--- config.mk ---
export PLATFORM = sky130hd
export DESIGN_NAME = uart_tx_arbiter_flat
export DESIGN_NICKNAME = d
export VERILOG_FILES = /design/src/rtl/uart_pkg.sv /design/src/rtl/uart_tx_arbiter_if.sv /design/src/rtl/uart_tx_arbiter_rr_pick.sv /design/src/rtl/uart_tx_arbiter.sv /design/src/flat_wrapper.sv
export SDC_FILE = /design/constraint.sdc
export NUM_CORES = 1
export LEC_CHECK = 0
export ABC_AREA = 1
export ABC_CLOCK_PERIOD_IN_PS = 2400
export CAP_MARGIN = 20
export CORE_ASPECT_RATIO = 0.6
export CORE_MARGIN = 5
export CORE_UTILIZATION = 45
export DETAILED_ROUTE_END_ITERATION = 10
export HOLD_SLACK_MARGIN = 0.12
export PLACE_DENSITY = 0.79
export SLEW_MARGIN = 40
export SYNTH_ARGS = -nofsm -noshare
export SYNTH_HDL_FRONTEND = slang
export SYNTH_SLANG_ARGS = --single-unit
--- constraint.sdc ---
create_clock -name clk -period 2.4 [get_ports clk]
set_clock_uncertainty 0.15 [all_clocks]
set_input_delay 0.24 -clock clk [delete_from_list [all_inputs] [get_ports clk]]
set_output_delay 0.24 -clock clk [all_outputs]
set_load 0.03 [all_outputs]
--- src/rtl/uart_pkg.sv ---
`default_nettype none
// +----------------------------------------------------------------+
// | uart_pkg : shared widths and arbiter state encoding.  rev 1.0  |
// +----------------------------------------------------------------+
package uart_pkg;

  localparam int UART_DATA_W = 8;

  localparam logic [1:0] ARB_IDLE      = 2'd0;
  localparam logic [1:0] ARB_WAIT_BUSY = 2'd1;
  localparam logic [1:0] ARB_WAIT_DONE = 2'd2;
  localparam logic [1:0] ARB_GUARD     = 2'd3;

  typedef enum logic [1:0] {
    ST_IDLE      = ARB_IDLE,
    ST_WAIT_BUSY = ARB_WAIT_BUSY,
    ST_WAIT_DONE = ARB_WAIT_DONE,
    ST_GUARD     = ARB_GUARD
  } arb_state_e;

endpackage
`default_nettype wire

--- src/rtl/uart_tx_arbiter_if.sv ---
`default_nettype none
// +----------------------------------------------------------------+
// | uart_tx_arbiter_if : requester and uart_tx side bundle. rev 1.0|
// +----------------------------------------------------------------+
interface uart_tx_arbiter_if
  import uart_pkg::*;
#(
  parameter int NUM_REQ = 4
);
  localparam int IDX_W = $clog2(NUM_REQ);

  logic                           baud_tick;
  logic [NUM_REQ-1:0]             req_valid;
  logic [NUM_REQ*UART_DATA_W-1:0] req_data;
  logic [NUM_REQ-1:0]             req_ack;
  logic [UART_DATA_W-1:0]         tx_data;
  logic                           tx_send;
  logic                           tx_busy;
  logic                           active;
  logic [IDX_W-1:0]               owner;
  logic                           timeout_err;

  modport master (
    output baud_tick, req_valid, req_data, tx_busy,
    input  req_ack, tx_data, tx_send, active, owner, timeout_err
  );

  modport slave (
    input  baud_tick, req_valid, req_data, tx_busy,
    output req_ack, tx_data, tx_send, active, owner, timeout_err
  );

endinterface
`default_nettype wire

--- src/rtl/uart_tx_arbiter_rr_pick.sv ---
`default_nettype none
// +----------------------------------------------------------------+
// | rr_pick : first set request at or after ptr, wrapping. rev 1.0 |
// +----------------------------------------------------------------+
module rr_pick #(
  parameter  int NUM_REQ = 4,
  localparam int IDX_W   = $clog2(NUM_REQ)
) (
  input  logic [NUM_REQ-1:0] req,
  input  logic [IDX_W-1:0]   ptr,
  output logic [IDX_W-1:0]   grant_idx,
  output logic               found
);

  logic [IDX_W-1:0] pos;

  always_comb begin
    grant_idx = '0;
    found     = 1'b0;
    pos       = '0;
    for (int i = 0; i < NUM_REQ; i++) begin
      pos = IDX_W'((int'(ptr) + i) % NUM_REQ);
      if (!found && req[pos]) begin
        found     = 1'b1;
        grant_idx = pos;
      end
    end
  end

endmodule
`default_nettype wire

--- src/rtl/uart_tx_arbiter.sv ---
`default_nettype none
// +----------------------------------------------------------------+
// | uart_tx_arbiter : round-robin sharing of one uart_tx.  rev 1.0 |
// +----------------------------------------------------------------+
module uart_tx_arbiter
  import uart_pkg::*;
#(
  parameter int NUM_REQ      = 4,
  parameter int STOP_GUARD   = 1,
  parameter int BUSY_TIMEOUT = 16
) (
  input  logic              clk,
  input  logic              reset_n,
  uart_tx_arbiter_if.slave  bus
);

  localparam int IDX_W  = $clog2(NUM_REQ);
  localparam int CNT_W  = $clog2(BUSY_TIMEOUT);
  localparam int GCNT_W = $clog2(STOP_GUARD + 2);

  localparam logic [CNT_W-1:0]  CNT_LAST   = CNT_W'(BUSY_TIMEOUT - 1);
  localparam logic [GCNT_W-1:0] GUARD_LAST = GCNT_W'((STOP_GUARD > 0) ? STOP_GUARD - 1 : 0);
  localparam logic [IDX_W-1:0]  IDX_LAST   = IDX_W'(NUM_REQ - 1);

  arb_state_e             state_q, state_d;
  logic [IDX_W-1:0]       rr_ptr_q, rr_ptr_d;
  logic [IDX_W-1:0]       owner_q, owner_d;
  logic [UART_DATA_W-1:0] tx_data_q, tx_data_d;
  logic                   tx_send_q, tx_send_d;
  logic [NUM_REQ-1:0]     req_ack_q, req_ack_d;
  logic                   active_q, active_d;
  logic                   timeout_err_q, timeout_err_d;
  logic [CNT_W-1:0]       cnt_q, cnt_d;
  logic [GCNT_W-1:0]      gcnt_q, gcnt_d;

  logic [IDX_W-1:0]       pick_idx;
  logic                   pick_found;

  rr_pick #(
    .NUM_REQ (NUM_REQ)
  ) u_rr_pick (
    .req       (bus.req_valid),
    .ptr       (rr_ptr_q),
    .grant_idx (pick_idx),
    .found     (pick_found)
  );

  always_comb begin
    state_d       = state_q;
    rr_ptr_d      = rr_ptr_q;
    owner_d       = owner_q;
    tx_data_d     = tx_data_q;
    tx_send_d     = 1'b0;
    req_ack_d     = '0;
    active_d      = active_q;
    timeout_err_d = 1'b0;
    cnt_d         = cnt_q;
    gcnt_d        = gcnt_q;

    case (state_q)
      ST_IDLE: begin
        if (!bus.tx_busy && pick_found) begin
          tx_data_d = bus.req_data[int'(pick_idx) * UART_DATA_W +: UART_DATA_W];
          tx_send_d = 1'b1;
          req_ack_d = {{(NUM_REQ-1){1'b0}}, 1'b1} << pick_idx;
          owner_d   = pick_idx;
          active_d  = 1'b1;
          rr_ptr_d  = (pick_idx == IDX_LAST) ? '0 : pick_idx + 1'b1;
          cnt_d     = '0;
          state_d   = ST_WAIT_BUSY;
        end
      end
      ST_WAIT_BUSY: begin
        cnt_d = cnt_q + 1'b1;
        if (bus.tx_busy) begin
          state_d = ST_WAIT_DONE;
        end else if (cnt_q == CNT_LAST) begin
          // The byte was already acked, so a lost frame is reported, not retried.
          timeout_err_d = 1'b1;
          active_d      = 1'b0;
          state_d       = ST_IDLE;
        end
      end
      ST_WAIT_DONE: begin
        if (!bus.tx_busy) begin
          if (STOP_GUARD == 0) begin
            active_d = 1'b0;
            state_d  = ST_IDLE;
          end else begin
            gcnt_d  = '0;
            state_d = ST_GUARD;
          end
        end
      end
      ST_GUARD: begin
        if (bus.baud_tick) begin
          if (gcnt_q == GUARD_LAST) begin
            active_d = 1'b0;
            state_d  = ST_IDLE;
          end else begin
            gcnt_d = gcnt_q + 1'b1;
          end
        end
      end
      default: state_d = ST_IDLE;
    endcase
  end

  always_ff @(posedge clk) begin
    if (!reset_n) begin
      state_q       <= ST_IDLE;
      rr_ptr_q      <= '0;
      owner_q       <= '0;
      tx_data_q     <= '0;
      tx_send_q     <= 1'b0;
      req_ack_q     <= '0;
      active_q      <= 1'b0;
      timeout_err_q <= 1'b0;
      cnt_q         <= '0;
      gcnt_q        <= '0;
    end else begin
      state_q       <= state_d;
      rr_ptr_q      <= rr_ptr_d;
      owner_q       <= owner_d;
      tx_data_q     <= tx_data_d;
      tx_send_q     <= tx_send_d;
      req_ack_q     <= req_ack_d;
      active_q      <= active_d;
      timeout_err_q <= timeout_err_d;
      cnt_q         <= cnt_d;
      gcnt_q        <= gcnt_d;
    end
  end

  assign bus.tx_data     = tx_data_q;
  assign bus.tx_send     = tx_send_q;
  assign bus.req_ack     = req_ack_q;
  assign bus.active      = active_q;
  assign bus.owner       = owner_q;
  assign bus.timeout_err = timeout_err_q;

endmodule
`default_nettype wire

--- src/flat_wrapper.sv ---
// flat-port wrapper written by rule: the top's interface ports become plain ports
module uart_tx_arbiter_flat import uart_pkg::*;
#(
  parameter int NUM_REQ      = 4,
  parameter int STOP_GUARD   = 1,
  parameter int BUSY_TIMEOUT = 16
)
  (clk, reset_n, bus_baud_tick, bus_req_valid, bus_req_data, bus_tx_busy, bus_req_ack, bus_tx_data, bus_tx_send, bus_active, bus_owner, bus_timeout_err);
  uart_tx_arbiter_if #(.NUM_REQ(NUM_REQ)) bus_i ();
  input  logic clk;
  input  logic reset_n;
  input wire logic [$bits(bus_i.baud_tick)-1:0] bus_baud_tick;
  input wire logic [$bits(bus_i.req_valid)-1:0] bus_req_valid;
  input wire logic [$bits(bus_i.req_data)-1:0] bus_req_data;
  input wire logic [$bits(bus_i.tx_busy)-1:0] bus_tx_busy;
  output wire logic [$bits(bus_i.req_ack)-1:0] bus_req_ack;
  output wire logic [$bits(bus_i.tx_data)-1:0] bus_tx_data;
  output wire logic [$bits(bus_i.tx_send)-1:0] bus_tx_send;
  output wire logic [$bits(bus_i.active)-1:0] bus_active;
  output wire logic [$bits(bus_i.owner)-1:0] bus_owner;
  output wire logic [$bits(bus_i.timeout_err)-1:0] bus_timeout_err;
  assign bus_i.baud_tick = bus_baud_tick;
  assign bus_i.req_valid = bus_req_valid;
  assign bus_i.req_data = bus_req_data;
  assign bus_i.tx_busy = bus_tx_busy;
  assign bus_req_ack = bus_i.req_ack;
  assign bus_tx_data = bus_i.tx_data;
  assign bus_tx_send = bus_i.tx_send;
  assign bus_active = bus_i.active;
  assign bus_owner = bus_i.owner;
  assign bus_timeout_err = bus_i.timeout_err;
  uart_tx_arbiter #(.NUM_REQ(NUM_REQ), .STOP_GUARD(STOP_GUARD), .BUSY_TIMEOUT(BUSY_TIMEOUT)) u_core (.clk(clk), .reset_n(reset_n), .bus(bus_i));
endmodule
After elaboration in Yosys (flattened, before gate mapping) --
Index checks and enable logic that the tools add are counted.
Word-level totals: register bits 27, latch bits 0, bits in writable memories 0, bits in read-only memories 0, input bits 40, output and inout bits 17, word-level logic and storage cells 96, memories 0
Cells by class: add/subtract/negate cells 6, multiply operators 0, div/mod/pow operators 0, order comparisons 4, equality and inequality tests 13, shifts and indexed selects 2, muxes and demuxes 38, bitwise logic cells 2, reductions and logical operators 21
Operator list (count):
- $shiftx A32 B6 Y8 | 1
- $mux W2 | 14
- $mux W1 | 15
- $lt A2 B3 Y1 const B | 4
- $bmux W1 S2 | 4
- $ne A2 B2 Y1 const B | 4
- $pmux W2 S4 | 1
- $pmux W4 S2 | 1
- $add A2 B1 Y2 const B | 3
- $eq A2 B2 Y1 const B | 3
- $ne A2 B1 Y1 const B | 3
- $reduce_and A2 Y1 | 3
- $reduce_and A6 Y1 | 1
- $reduce_and A5 Y1 | 1
- $add A2 B2 Y2 const B | 2
- $add A4 B1 Y4 const B | 1
- $eq A4 B4 Y1 const B | 1
- $logic_and A1 B1 Y1 | 4
- $logic_not A1 Y1 | 4
- $logic_not A2 Y1 | 2
- $mux W4 | 1
- $pmux W2 S2 | 1
- $reduce_and A4 Y1 | 1
- $reduce_bool A2 Y1 | 2
- other kinds (8) | 9

Depth between registers and ports, before layout --
Gate-level depths: netlist of run 1.
word-level depth 15, gate-level depth with buffers 16, gate-level depth less buffers 14

Hierarchy --
A second synthesis of run 1 with hierarchy kept.
Unflattened totals: cells, all modules 267, area, all modules 1709.1 um^2
Modules (own cells, without submodules):
- uart_tx_arbiter | instances 1, cells each 208, area each 1390.1 um^2, sequential area each 540.5 um^2
- rr_pick | instances 1, cells each 59, area each 319.1 um^2, sequential area each 0.0 um^2

Worst setup path after synthesis of run 1 --
Ideal clock, no wire load.
path kind register -> register, from register u_core.rr_ptr_q[0], to register u_core.tx_data_q[0] (netlist: u_core.bus.tx_data[0]), data arrival time 1525 ps, required time 2137 ps, slack 612 ps, stages on the path, launching flop included 16, buffers on the path 2, clock period less this slack 1788 ps, path through dfxtp_1 buf_6 inv_6 nand2_1 nand2_2 nand2_1 nand2_1 nor2_4 nand3_4 nand2_2 inv_2 nand2_4 nor2_4 buf_4 nand3_1 nand2_1
Between the ends: word-level cells in the longest chain between the ends 14, elaborated cells on any way between the ends 28
Ends and longest elaborated chain:
- start, declared | RTL line uart_tx_arbiter.sv:26 | logic [IDX_W-1:0] rr_ptr_q, rr_ptr_d;
- start signal, assigned | RTL line uart_tx_arbiter.sv:123 | rr_ptr_q <= rr_ptr_d;
- branches (longest 14 deep; another with $add A2 B1 Y2)
- end signal, assigned | RTL line uart_tx_arbiter.sv:125 | tx_data_q <= tx_data_d;
- end, declared | RTL line uart_tx_arbiter.sv:28 | logic [UART_DATA_W-1:0] tx_data_q, tx_data_d;
Parallel ways; which one is timed is not known. The select of a mux whose other input is x is not followed. A chain may end at the register's enable or synchronous reset.

Final worst setup path of run 1 --
from register u_core.rr_ptr_q[0], to register u_core.tx_data_q[7] (netlist: u_core.bus.tx_data[7])
The elaborated chain is that of the path after synthesis.

==> results of run 1 <==
-- metal layers --
metal,track usage [%],share of wire [%],wire length (um)
met5,0,0,0
met4,3.06,0.52,24
met3,4.82,7.7,358
met2,27.8,43,2000
met1,29.0,49,2260
-- layout by cell type, fill, tap and decap left out --
cell             netlist  routed
clkbuf_8               0       3
inv_2                  3       3
nor2_4                 2       2
clkdlybuf4s50_1        0      56
nand3_2                2       2
xor2_1                 2       2
a211oi_1               4       4
nand2_2                4       4
nand3_1               33      33
o22ai_1                1       1
o21ai_0                4       4
a31oi_1                2       2
nand4_1               17      17
nor3_1                 2       2
nand3_4                1       1
a21oi_1                7       7
nand2_1               91      91
o21ai_1                1       1
nor2_1                10      10
dfxtp_1               27      26
buf_12                 0       1
ha_1                   2       2
o311ai_0               1       1
buf_4                  3       7
dfxtp_2                0       1
nand2_4                1       1
a31o_2                 1       1
inv_1                 19      19
inv_6                  1       2
-- stage by stage --
stage	cells	instance area [um^2]
detailed placement	347	2250
CTS	351	2300
global route	351	2300
finish	351	2300
global placement	347	2250
floorplan	249	1630
-- synth_stat cells --
master,count
o22ai_1,1
buf_6,2
o21ai_1,1
o21ai_0,4
nand3_1,33
a31oi_1,2
inv_6,1
ha_1,2
xor2_1,2
a21oi_1,7
nand2_2,4
inv_1,19
nand2_4,1
a31o_2,1
nor2_4,2
nand2_1,91
nor3_1,2
o311ai_0,1
a211oi_1,4
buf_2,6
inv_2,3
nand3_4,1
nor2_1,10
buf_4,3
nand4_1,17
dfxtp_1,27
nand3_2,2
-- final cells by class --
class                           count  area (um^2)  share of cell area, %
Clock buffer                        3         41.3                   1.80
Timing Repair Buffer               64          633                   27.5
Clock inverter                      1         8.76                  0.381
Inverter                           23         91.3                   3.97
Tap cell                           45         56.3                   2.45
Multi-Input combinational cell    188          926                   40.3
Sequential cell                    27          542                   23.6
-- power by group --
group / switching (mW) / internal, mW / total (mW) / leakage [nW]
logic: 1.36 / 0.844 / 2.20 / 0.795
clock network: 0.166 / 0.122 / 0.289 / 0.0261
registers: 0.117 / 0.588 / 0.705 / 0.221
total: 1.64 / 1.55 / 3.19 / 1.04
-- final timing paths --
check | startpoint | end | slack [ns] | cells past startpoint
min reg2reg | u_core.bus.tx_data[1] | u_core.bus.tx_data[1] | 0.31 | 2
max | u_core.rr_ptr_q[0] | u_core.bus.tx_data[7] | 0.31 | 13
min | u_core.bus.tx_data[1] | u_core.bus.tx_data[1] | 0.31 | 2
max reg2reg | u_core.rr_ptr_q[0] | u_core.bus.tx_data[7] | 0.31 | 13
-- state kept, by name, summed over array words and instances (netlist names), named ones only --
| name | count |
|---|---|
| u_core.bus.active | 1 |
| u_core.state_q | 1 |
| u_core.bus.tx_data | 8 |
| u_core.bus.req_ack | 4 |
| u_core.bus.tx_send | 1 |
| u_core.gcnt_q | 2 |
| u_core.cnt_q | 4 |
| u_core.bus.timeout_err | 1 |
| u_core.bus.owner | 2 |
| u_core.rr_ptr_q | 2 |
-- worst reg2reg max path: stages, from the launching register on --
cell and delay, ns:
dfxtp_2 0.49, inv_6 0.09, nand2_1 0.08, nand2_2 0.08, nand2_1 0.09, nand2_1 0.09, nor2_4 0.15, nand3_1 0.09
nand3_1 0.07, nand2_1 0.06, inv_1 0.28, nand3_1 0.13, nand3_1 0.10, nand2_1 0.05
-- kinds of logic after synthesis --
kind of cell	Yosys count	synth area share, %
AO/OA/AOI/OAI	21	7.74
buffers and inverters	34	10.2
adder cells (fa/ha/maj)	2	1.53
flip-flops	27	33.1
XOR/XNOR	2	1.07
AND/OR/NAND/NOR	163	46.4
-- repair_timing --
item,4_1_cts,5_1_grt
setup buffers,0,0
resized for setup,0,1
endpoints found under the setup margin,0,9
==> results.ini, run 1 <==
[global_route]
grt_pass1_wl_mm=7.76
antenna_found_initial=0
grt_pass1_vias=1594
gr-usage-all-layers_pct=19.3
grt_max_degree=18
grt.overflow.total=0

[timing]
rsz0062_at_grt=no
setup_violations=0
holdWs_ns=0.308
slew_violations=0
slew_headroom_pct=70.9
finalCritPeriodShare_pct=87.1
period_needed_ns=2.09
worst_slack_ns=0.309
tightest_slew_ns=0.434
hold_viol=0
fmax_mhz=478
tns_ns=0

[setup_path]
arrival_ns=2.13
path_cells=inv_6, nand2_1, nand2_2, nand2_1, nand2_1, nor2_4, nand3_1, nand3_1, nand2_1, inv_1, nand3_1, nand3_1, nand2_1
slowest_delay_ns=0.49
critPathBufInv=2
crit_required_ns=2.44
slowest_stage=dfxtp_2
crit_family=simple AND/OR/NAND/NOR gates
worstSetupPathType=reg -> reg
critPathMaxFanout=11
cp-start-kind=flip-flop
end_kind=flip-flop
critical-path-top-cell-by-count=nand2_1

[cells_and_area]
drive_gt1_share_pct=9.15
utilization_pct=68.3
nets=349
fillers=291
syn2layout_area_growth_pct=40.8
antenna_cells=0

[job]
maxCapViolations=0

[clock_tree]
postCtsHoldBufs=0
clk-insertion-delay-late_ns=0.29
cts_max_path_buffers=2
path_clk_slew_ns=0.11
numCtsBuffers=3
h-tree-depth=1
clock_tree.root_cell=clkbuf_8
clock_sinks=27
cts_tree=done

[placement]
pre_cts_slack_ns=0.147
port_buffers=56
dp_hpwl_mm=3.54
gp_congestion=0.841

[logic_synthesis]
netlist_instances=249
synth-seq-cells=27
ys.warnings.count=0
synth.top_cell.area_share_pct=33.1
ys_seq_area_share_pct=33.1
synth_area_leaders=dfxtp_1 33%, nand2_1 21%, nand3_1 10%
netlist_area_mm2=0.00163
avgSynthCellArea_um2=6.56
synth_nets=291
yosysTopAreaCell=dfxtp_1
yosysUniqueCellTypes=27

[floorplan]
core_region_area_mm2=0.00336
dieWidth_um=87.8
io_pins=57
start_util_pct=48.5
rows=16
die_area_mm2=0.00497
dieHeight_um=56.7

[pwr]
p_per_area_mw_per_mm2=1390
report.power.total_mw=3.19
irDropWorstVdd_v=0.000705
power.leakage_nw=1.04

[routing]
wire_per_inst_um=13.2
drtIter0Drc=109
wl_mm=4.64
vias=1815
firstDrtPassIters=4
antenna_left=0
drc=0
vias_per_cell=5.17

[worst_hold_path]
hp-class=reg -> reg

[outcome]
status=completed

(Power assumes the default switching activity.)
==> inputs of run 2 (changes only) <==
- CORE_ASPECT_RATIO: 0.6 -> 0.75
==> run 2 against run 1 <==
  * Sequential share of layout area is 0.35 points higher
  * Highest routed layer unchanged
  * Worst setup slack worse by 0.028 ns
  * Largest cell class unchanged
  * Maximum frequency is 1.3% lower
  * Largest power group unchanged
  * Clock power is 4% lower
  * Via count is 1.4% lower
  * Power is 5.5% lower
  * Critical path depth is 2 lower
  * Routed wire length is 4.2% lower
  * First-iteration DRC count is 9.2% lower
  * Combinational power is 8% lower
==> results.ini, run 2 (same netlist as run 1, synthesis figures left out) <==
[setup_path]
cp-start-kind=flip-flop
slowest_stage=dfxtp_2
critPathBufInv=1  ; -1
end_kind=flip-flop
critPathMaxFanout=21  ; +10
path_cells=inv_6, nand2_1, nand3_1, nand2_1, nor2_4, nand3_4, nand3_2, nand2_1, nand3_1, nand3_1, nand2_1
crit_required_ns=2.43  ; about the same
slowest_delay_ns=0.49  ; about the same
ff2ff_setup_slack_ns=0.28  ; -0.03 ns
critical-path-top-cell-by-count=nand2_1
reg2reg_depth=11  ; -2
r2r_end=u_core.bus.tx_data[3]
crit_family=simple AND/OR/NAND/NOR gates
r2r_start=u_core.rr_ptr_q[0]
worstSetupPathType=reg -> reg
arrival_ns=2.15  ; +0.02 ns

[placement]
place_area_mm2=0.00221  ; -1.5%
port_buffers=56  ; unchanged
gp_congestion=0.943  ; +12%
placed_cells=350  ; +0.86%
dp_hpwl_mm=3.36  ; -5.3%
pre_cts_slack_ns=0.0510  ; -0.0964 ns

[pwr]
p_per_area_mw_per_mm2=1330  ; -4.0%
irDropWorstVdd_v=0.000627  ; -11%
report.power.total_mw=3.02  ; -5.5%
power.leakage_nw=1.02  ; -2.4%

[cells_and_area]
stdcell_area_mm2=0.00226  ; -1.5%
finalNonFillerCells=354  ; +0.85%
syn2layout_area_growth_pct=38.7
largest_reg_flops=8  ; unchanged
drive_gt1_share_pct=7.95  ; -1.2 points
fillers=331  ; +14%
final_cell_mix=91 x nand2_1, 56 x clkdlybuf4s50_1, 33 x nand3_1
utilization_pct=63.1  ; -5.3 points
nets=345  ; -1.1%
layout_commonest_cell=nand2_1
multi_input_area_um2=926  ; unchanged
seq_area_um2=542  ; unchanged
antenna_cells=0  ; unchanged

[worst_hold_path]
min_path_cells=2  ; unchanged
hp-start=u_core.bus.owner[1]
hp-class=reg -> reg
min_to=u_core.bus.owner[1]

[clock_tree]
cts_setup_buffers=0  ; unchanged
clk-insertion-delay-late_ns=0.28  ; about the same
clock_tree.root_cell=clkbuf_8
numCtsBuffers=3  ; unchanged
postCtsHoldBufs=0  ; unchanged
h-tree-depth=1  ; unchanged
path_clk_slew_ns=0.10  ; about the same
clock_sinks=27  ; unchanged
cts_max_path_buffers=2  ; unchanged
cts_tree=done

[routing]
antenna_left=0  ; unchanged
wire_per_inst_um=12.6  ; -5.0%
vias_per_cell=5.06  ; -2.2%
firstDrtPassIters=4  ; unchanged
wl_mm=4.45  ; -4.2%
vias=1790  ; -1.4%
drc=0  ; unchanged
drtIter0Drc=99  ; -9.2%

[timing]
holdWs_ns=0.309  ; +0.00142 ns
slew_violations=0  ; unchanged
worst_slack_ns=0.281  ; -0.0281 ns
tns_ns=0  ; unchanged
hold_viol=0  ; unchanged
finalCritPeriodShare_pct=88.3  ; +1.2 points
fmax_mhz=472  ; -1.3%
period_needed_ns=2.12  ; +0.0281 ns
rsz0062_at_grt=no
tightest_slew_ns=0.421  ; -0.0130 ns
setup_violations=0  ; unchanged
slew_headroom_pct=71.9  ; +0.94 points

[global_route]
grt_max_degree=22  ; +4
grt_pass1_wl_mm=7.36  ; -5.1%
grt.overflow.total=0  ; unchanged
grt_pass1_vias=1664  ; +4.4%
gr-usage-all-layers_pct=17.9  ; -1.4 points
antenna_found_initial=0  ; unchanged

[job]
maxCapViolations=0  ; unchanged

[floorplan]
start_util_pct=45.5  ; -3.1 points
rows=19  ; +3
dieWidth_um=79.6  ; -9.4%
die_area_mm2=0.00495  ; -0.55%
dieHeight_um=62.2  ; +9.7%
core_region_area_mm2=0.00359  ; +6.7%
io_pins=57  ; unchanged

[outcome]
status=completed

## run 2: cell count changes in the layout (fill, tap and decap cells not counted), sizes merged
cell and delta:
buf -4
## run 2: where the power goes
part	total [mW]	switching (mW)	internal (mW)
Clock	0.278	0.156	0.122
Sequential	0.706	0.119	0.588
Combinational	2.03	1.31	0.722
Total	3.02	1.59	1.43
## run 2: how the worst max path moves through the flow
stage,start,end,slack [ns],cells past startpoint
2_1_floorplan,u_core.rr_ptr_q[0],u_core.bus.tx_data[0],0.61,15
3_3_place_gp,bus_req_valid[1],u_core.bus.tx_data[7],0.14,12
3_5_place_dp,bus_req_valid[3],u_core.bus.tx_data[3],0.05,12
4_1_cts,u_core.rr_ptr_q[0],u_core.bus.tx_data[3],0.11,11
5_1_grt,u_core.rr_ptr_q[0],u_core.bus.tx_data[7],0.05,11
6_report,u_core.rr_ptr_q[0],u_core.bus.tx_data[3],0.28,11
## run 2: repair_timing
action / 4_1_cts / 5_1_grt
endpoints found under the hold margin: 0 / 0
resized for setup: 0 / 1
setup endpoints to repair: 0 / 13
## run 2: final cells by class
class                   count  area share, %
clock inverters             1          0.387
inverters                  23           4.03
well taps                  52           2.87
flip-flops and latches     27           23.9
repair buffers             60           26.1
multi-input cells         188           40.9
clock buffers               3           1.82
## run 2: metal layers
metal / vias to the layer above / routed length, um / GRT usage [%]
li1: 934 / - / -
met1: 789 / 1990 / 23.3
met2: 65 / 2020 / 29.9
met3: 2 / 420 / 4.91
met4: 0 / 21 / 2.58
met5: - / 0 / 0
## run 2: worst register-to-register path, stage by stage, from the launching register on
cell     delay, ns
dfxtp_2       0.49
inv_6         0.09
nand2_1       0.08
nand3_1       0.10
nand2_1       0.15
nor2_4        0.07
nand3_4       0.11
nand3_2       0.37
nand2_1       0.16
nand3_1       0.09
nand3_1       0.10
nand2_1       0.06
